**src/rtl/regfile_wb_arbiter.sv**
```systemverilog
// regfile_wb_arbiter
//   Write-side driver for the 32x32 integer register file. Two result sources
//   share the file's single write port (we/rd/wd). ALU results take priority.
//   Memory responses are buffered in a small in-order FIFO. A per-register
//   busy scoreboard marks registers that still have a memory write pending.
//
// Ports
//   clk, rst_n             clock (rising edge), async active-low reset
//   alu_valid/rd/wd        single-cycle ALU result, always accepted
//   mem_valid/rd/wd        memory response; accepted when mem_ready is high
//   mem_ready              combinational: FIFO not full and not in reset
//   issue_valid/rd         long-latency op issued; marks issue_rd busy
//   we, rd, wd             registered register-file write port
//   busy                   registered scoreboard, bit n = xn awaits memory data
//   fifo_count             registered number of buffered responses

module regfile_wb_arbiter #(
    parameter int unsigned DEPTH = 4,
    parameter int unsigned XLEN  = 32
) (
    input  logic                     clk,
    input  logic                     rst_n,
    input  logic                     alu_valid,
    input  logic [4:0]               alu_rd,
    input  logic [XLEN-1:0]          alu_wd,
    input  logic                     mem_valid,
    output logic                     mem_ready,
    input  logic [4:0]               mem_rd,
    input  logic [XLEN-1:0]          mem_wd,
    input  logic                     issue_valid,
    input  logic [4:0]               issue_rd,
    output logic                     we,
    output logic [4:0]               rd,
    output logic [XLEN-1:0]          wd,
    output logic [31:0]              busy,
    output logic [$clog2(DEPTH):0]   fifo_count
);

    localparam int unsigned PTR_W = $clog2(DEPTH);
    localparam int unsigned CNT_W = PTR_W + 1;

    typedef struct packed {
        logic [4:0]      rd;
        logic [XLEN-1:0] wd;
    } wb_entry_t;

    // Response storage: data only, no reset needed (validity lives in count_q)
    wb_entry_t        fifo_q [DEPTH];

    logic [PTR_W-1:0] wr_ptr_q, wr_ptr_d;
    logic [PTR_W-1:0] rd_ptr_q, rd_ptr_d;
    logic [CNT_W-1:0] count_q,  count_d;
    logic             we_q,     we_d;
    logic [4:0]       rd_q,     rd_d;
    logic [XLEN-1:0]  wd_q,     wd_d;
    logic [31:0]      busy_q,   busy_d;

    logic             full_c;
    logic             empty_c;
    logic             alu_wr_c;
    logic             push_c;
    logic             pop_c;
    wb_entry_t        head_c;

    // Flow control: full/empty come from the count, never from the pointers
    always_comb begin
        full_c   = (count_q == CNT_W'(DEPTH));
        empty_c  = (count_q == CNT_W'(0));
        alu_wr_c = alu_valid && (alu_rd != 5'd0);
        // No pass-through: a full FIFO refuses even if it pops this cycle
        push_c   = mem_valid && rst_n && !full_c;
        // ALU owns the port whenever it actually writes; x0 writes yield it
        pop_c    = !alu_wr_c && !empty_c;
        head_c   = fifo_q[rd_ptr_q];
    end

    assign mem_ready = rst_n && !full_c;

    // Write-port selection and scoreboard update
    always_comb begin
        we_d   = 1'b0;
        rd_d   = rd_q;
        wd_d   = wd_q;
        busy_d = busy_q;

        if (alu_wr_c) begin
            we_d = 1'b1;
            rd_d = alu_rd;
            wd_d = alu_wd;
        end else if (pop_c && (head_c.rd != 5'd0)) begin
            we_d           = 1'b1;
            rd_d           = head_c.rd;
            wd_d           = head_c.wd;
            busy_d[head_c.rd] = 1'b0;
        end

        // Applied after the clear so a newly issued op keeps its bit
        if (issue_valid && (issue_rd != 5'd0)) begin
            busy_d[issue_rd] = 1'b1;
        end

        busy_d[0] = 1'b0;
    end

    // Pointer and occupancy update
    always_comb begin
        wr_ptr_d = wr_ptr_q;
        rd_ptr_d = rd_ptr_q;
        count_d  = count_q;

        if (push_c) begin
            wr_ptr_d = wr_ptr_q + PTR_W'(1);
        end
        if (pop_c) begin
            rd_ptr_d = rd_ptr_q + PTR_W'(1);
        end

        unique case ({push_c, pop_c})
            2'b10:   count_d = count_q + CNT_W'(1);
            2'b01:   count_d = count_q - CNT_W'(1);
            default: count_d = count_q;
        endcase
    end

    // Control and port registers
    always_ff @(posedge clk or negedge rst_n) begin
        if (!rst_n) begin
            wr_ptr_q <= '0;
            rd_ptr_q <= '0;
            count_q  <= '0;
            we_q     <= 1'b0;
            rd_q     <= '0;
            wd_q     <= '0;
            busy_q   <= '0;
        end else begin
            wr_ptr_q <= wr_ptr_d;
            rd_ptr_q <= rd_ptr_d;
            count_q  <= count_d;
            we_q     <= we_d;
            rd_q     <= rd_d;
            wd_q     <= wd_d;
            busy_q   <= busy_d;
        end
    end

    // FIFO data array
    always_ff @(posedge clk) begin
        if (push_c) begin
            fifo_q[wr_ptr_q] <= wb_entry_t'{rd: mem_rd, wd: mem_wd};
        end
    end

    assign we         = we_q;
    assign rd         = rd_q;
    assign wd         = wd_q;
    assign busy       = busy_q;
    assign fifo_count = count_q;

endmodule
```
**config.mk**
```make
export PLATFORM = sky130hd
export DESIGN_NAME = regfile_wb_arbiter
export DESIGN_NICKNAME = d
export VERILOG_FILES = /design/src/rtl/regfile_wb_arbiter.sv
export SDC_FILE = /design/constraint.sdc
export NUM_CORES = 1
export LEC_CHECK = 0
export CAP_MARGIN = 20
export CORE_ASPECT_RATIO = 0.9
export CORE_UTILIZATION = 45
export CTS_BUF_LIST = sky130_fd_sc_hd__clkbuf_4
export DETAILED_ROUTE_END_ITERATION = 8
export GPL_TIMING_DRIVEN = 0
export PLACE_DENSITY = 0.85
export SKIP_CTS_REPAIR_TIMING = 1
export SLEW_MARGIN = 25
export SYNTH_ARGS = -nofsm -noshare
export SYNTH_HDL_FRONTEND = slang
export SYNTH_SLANG_ARGS = --single-unit
```
**constraint.sdc**
```tcl
create_clock -name clk -period 2.25 [get_ports clk]
set_input_delay 0.5625 -clock clk [delete_from_list [all_inputs] [get_ports clk]]
set_output_delay 0.5625 -clock clk [all_outputs]
set_load 0.03 [all_outputs]
```
==> results of run 1 <==
==> routing by layer <==
metal  GRT usage, %  vias up
li1               -     2718
met2           34.5      291
met3           5.34       35
met1           27.4     3033
met4           8.56        0
met5              0        -
==> worst max path at each step <==
stage / from / to / slack, ps / depth (start not counted)
detailed placement: alu_rd[0] / busy[18] / -1120 / 7
floorplan: alu_rd[0] / fifo_count[2] / -230 / 9
finish: rd_ptr_q[0] / wd[14] / -230 / 9
global placement: rst_n / fifo_q[1][18] / -3370 / 4
global route: rd_ptr_q[0] / wd[14] / -300 / 9
CTS: rd_ptr_q[1] / wd[8] / -740 / 8
==> state kept, by name, indices dropped and copies added, names as in the netlist <==
name,cells
rd,5
busy,31
wr_ptr_q,2
wd,32
we,1
rd_ptr_q,2
fifo_q,148
fifo_count,3
==> cell type report <==
cell class / count / area [um2]
sequential: 224 / 6350
buffer: 26 / 181
timing repair buffer: 181 / 2080
multi-input combinational: 315 / 2560
clock inverter: 15 / 60.1
antenna: 2 / 5.00
fill: 1393 / 6960
inverter: 10 / 37.5
tap: 250 / 313
clock buffer: 90 / 676
==> cell usage in the layout (no fill, tap or decap), drive strengths merged, types with 3 or more instances in the layout <==
cell type      Yosys  final
dlygate4sd3        0      3
nand4              5      5
o21ai             62     62
edfxtp           148    148
xnor2              3      3
mux4              37     37
nand3              8      8
xor2               3      3
clkdlybuf4s50      0     78
nand3b             4      4
o31ai              5      5
buf               13     36
ha                 5      5
and3               4      4
clkbuf            14    105
a221oi             5      5
dfrtp             76     76
dlymetal6s2s       0     75
inv               10     11
or4                6      6
nand2             38     38
a21oi             64     64
or3                3      3
nand2b             3      3
nor2              48     48
clkinv             0     14
==> critical path, stage by stage, from the launching register on <==
cell and delay, ps:
dfrtp_2 430, buf_12 140, mux4_2 500, or3_1 390, buf_6 140, o31ai_4 250
buf_6 170, buf_12 140, nand2_2 70, a21oi_2 140
==> cells by family (layout without fill, tap and decap cells) <==
logic type      count (synthesis)  count (layout)  share of synthesized area (%)
other cells                     1               3                         0.0425
simple gates                  125             125                           6.49
mux                            38              38                           9.64
buf+inv                        37             322                           1.97
compound gates                139             139                           8.45
fa+ha+maj                       6               6                          0.935
flops                         224             224                           71.9
xor+xnor                        6               6                          0.595
==> power breakdown <==
group          total [mW]  internal [mW]  switching (mW)
sequential           5.84           5.33           0.507
clock                3.40           1.81            1.59
combinational        6.40           2.78            3.62
total                15.6           9.93            5.72
==> out/qor.csv, run 1 <==
metric,value,unit
cts_buffer_depth,3,
yosys.area.top_type,edfxtp_1,
fin_ws,-234,ps
drv_cap,0,
timing.hold.ws,212,ps
dp.cells,982,
yosysUniqueCellTypes,37,
pre_cts_ws,-1120,ps
place_hpwl,13700,um
max_freq,403,MHz
netlist_top_cells_count,"edfxtp_1 (148), dfrtp_1 (76), a21oi_1 (64), o21ai_0 (59), nor2_1 (48)",
cts_root_buf,clkbuf_4,
place_area,0.0108,mm2
synth_area_leaders,"edfxtp_1 (50%), dfrtp_1 (22%), mux4_2 (8.9%)",
routed.top_layer,met4,
fp-row-count,48,
min_to,rd[3],
area_growth_syn_to_layout,38.8,%
design_area,0.0123,mm2
cts_sinks,224,
drtAntennaViolNets,0,
die_area,0.0202,mm2
relSlewSlack,43.1,%
critPathMaxFanout,7,
arrival,3050,ps
start_util,45.9,%
drv_slew,0,
avgRoutedWirePerCell,20.1,um
fin_util,63.8,%
cts_tree,built,
ys_seq_area_share,71.9,%
routabilityCongestion,0.847,
synth-edff-count,148,
grt-ovfl-total,0,
met2_length,11100,um
clk_pin_slew_worst_paths,60,ps
syn-cell-area,0.00883,mm2
setup.worst_path.end_class,flip-flop,
grt_usage,21.2,%
route.vias.total,6077,
grt_pass1_wl,32200,um
cp_data_required_time,2820,ps
setup_viol,42,
clock_skew,54.7,ps
synthArstFlopShare,33.9,%
synth-seq-cells,224,
fin_crit,2480,ps
ys_warn_count,0,
syn_inst,576,
grt_max_degree,53,
htreeDepth,2,
syn_avg_cell_area,15.3,um2
dr.pass1.iters,4,
hp-class,primary input to flip-flop,
clkLatencyLatePin,680,ps
status,"finished, violations left",
crit_type,flip-flop to flip-flop,
worstReg2RegEnd,wd[14],
die_height,135,um
tightest_slew,854,ps
reg2reg_depth,9,
timing.final.crit_share,110,%
timing.rr.start,rd_ptr_q[0],
rsz0062_at_grt,yes,
leakage,5.05,nW
wirelength,22400,um
antenna_found_initial,2,
p_per_area,1280,mW/mm2
numCtsBuffers,57,
hold_start,alu_rd[3],
tns,-6990,ps
grt_pass1_vias,6126,
violations,setup timing,
power,15.6,mW
yosysTopAreaCellShare,50.3,%
hold_depth,3,
reg2reg_slack,-230,ps
route.detailed.drc,0,
synth.net_count,666,
ir_drop,0.000713,V
die_width,150,um
wl_met3,2000,um
synth_top_flop_cell,edfxtp_1,
viasPerCell,5.46,
io_buffers,155,
drive_above_1_share,26.5,%
timing_hold_violations_final,0,
fin_nets,905,
coreArea,0.0192,mm2
critPathLaunchType,flip-flop,
final_cells,1113,
met1_length,8820,um
drtIter0Drc,414,
ioPinCount,158,
yosysMostFrequentCell,edfxtp_1,
Power figures use the tool's default switching activity.
==> inputs of run 2 (changes only) <==
Settings changed: SKIP_LAST_GASP set to 1.
==> run 2 against run 1 <==
Cell area decreased by 0.34%. Maximum frequency decreased by 0.65%. Utilization decreased by 0.21 points. The run still ends with setup timing left.
==> out/qor.csv, run 2 (synthesized netlist as in run 1, its figures left out) <==
metric,value,unit
p_sw_share,36.6,%
arrival,3070,ps
place_hpwl,13700,um
io_buffers,155,
drv_cap,0,
rsz0062_at_grt,yes,
p_per_area,1280,mW/mm2
route.vias.total,6095,
largest_reg_flops,148,
timing.rr.start,rd_ptr_q[0],
crit_type,flip-flop to flip-flop,
fin_nets,905,
p_switching,5.70,mW
setup_viol,49,
ioPinCount,158,
grt_max_degree,53,
grt_pass1_wl,32200,um
setup.worst_path.end_class,flip-flop,
relSlewSlack,43.6,%
drtAntennaViolNets,0,
dp.cells,982,
final_cell_mix,"edfxtp_1 (148), clkbuf_4 (92), clkdlybuf4s50_1 (78)",
clock_skew,53.7,ps
clk_pin_slew_worst_paths,70,ps
critPathMaxFanout,7,
drtIter0Drc,391,
numCtsBuffers,57,
max_freq,400,MHz
clockPowerShare,21.9,%
status,"finished, violations left",
antenna_found_initial,2,
drive_above_1_share,25.4,%
hold_start,alu_rd[3],
cts_root_buf,clkbuf_4,
top_register,fifo_q,
fin_util,63.6,%
cts_sinks,224,
cts_buffer_depth,3,
die_area,0.0202,mm2
htreeDepth,2,
p_seq_share,37.4,%
fin_ws,-250,ps
viasPerCell,5.48,
area_growth_syn_to_layout,38.4,%
p_comb_share,40.7,%
cp_data_required_time,2820,ps
timing.final.crit_share,111,%
fin_crit,2500,ps
timing.hold.ws,195,ps
final_cells,1113,
grt-ovfl-total,0,
timing_hold_violations_final,0,
die_width,150,um
drv_slew,0,
die_height,135,um
tightest_slew,846,ps
grt_pass1_vias,6126,
grt_usage,21.2,%
dr.pass1.iters,7,
clkLatencyLatePin,690,ps
routabilityCongestion,0.847,
violations,setup timing,
cts_tree,built,
p_int,9.88,mW
fp-row-count,48,
route.detailed.drc,0,
ir_drop,0.000713,V
leakage,5.04,nW
coreArea,0.0192,mm2
tns,-8100,ps
avgRoutedWirePerCell,20.2,um
final_common_cell,edfxtp_1,
critPathLaunchType,flip-flop,
wirelength,22400,um
crit_start,rd_ptr_q[0],
hp-class,primary input to flip-flop,
start_util,45.9,%
## run 2: power groups by stage
stage	sequential (mW)	clock, mW	combinational (mW)
final	5.83	3.41	6.33
after global routing	5.93	3.72	6.71
after CTS	5.79	3.47	5.80
after detailed placement	5.87	0	5.78
after global placement	5.83	0	5.67
after floorplan	6.94	0	2.44
## run 2: worst paths after layout
| kind | cells past startpoint | slack [ps] | end |
|---|---|---|---|
| worst max-delay path | 9 | -250 | wd[14] |
| worst min-delay path | 3 | 190 | rd[3] |
| worst max register to register | 9 | -250 | wd[14] |
| worst min register to register | 2 | 510 | busy[6] |
| max in group asynchronous | 4 | 1440 | wd[0] |
| min in group asynchronous | 3 | 550 | rd[2] |
## run 2: per-stage QoR
stage               total power [mW]  setup WS, ps  cell area, um2
floorplan                       9.37          -233            8870
global placement                11.5         -3370           10700
detailed placement              11.7         -1120           10800
CTS                             15.1          -738           11500
global route                    16.4          -308           12200
finish                          15.6          -250           12200
## run 2: critical path, stage by stage, from the launching register on
cell	delay (ps)
dfrtp_2	430
buf_12	140
mux4_2	500
or3_1	390
buf_6	140
o31ai_4	260
buf_6	170
buf_8	140
nand2_2	70
a21oi_2	150
## run 2: layer usage
| metal | share of wire (%) | vias up | track usage [%] |
|---|---|---|---|
| met3 | 8.4 | 31 | 5.34 |
| met1 | 40 | 3050 | 27.4 |
| met4 | 1.6 | 0 | 8.56 |
| met5 | 0 | - | 0 |
| li1 | - | 2720 | - |
| met2 | 50 | 294 | 34.5 |
## run 2: area by class of cell
| class | instances | area [um2] |
|---|---|---|
| multi-input cells | 315 | 2520 |
| flip-flops and latches | 224 | 6350 |
| inverters | 10 | 37.5 |
| clock buffers | 90 | 676 |
| fillers | 1398 | 7000 |
| well taps | 250 | 313 |
| repair buffers | 181 | 2080 |
| clock inverters | 15 | 60.1 |
| plain buffers | 26 | 176 |
| diodes | 2 | 5.00 |
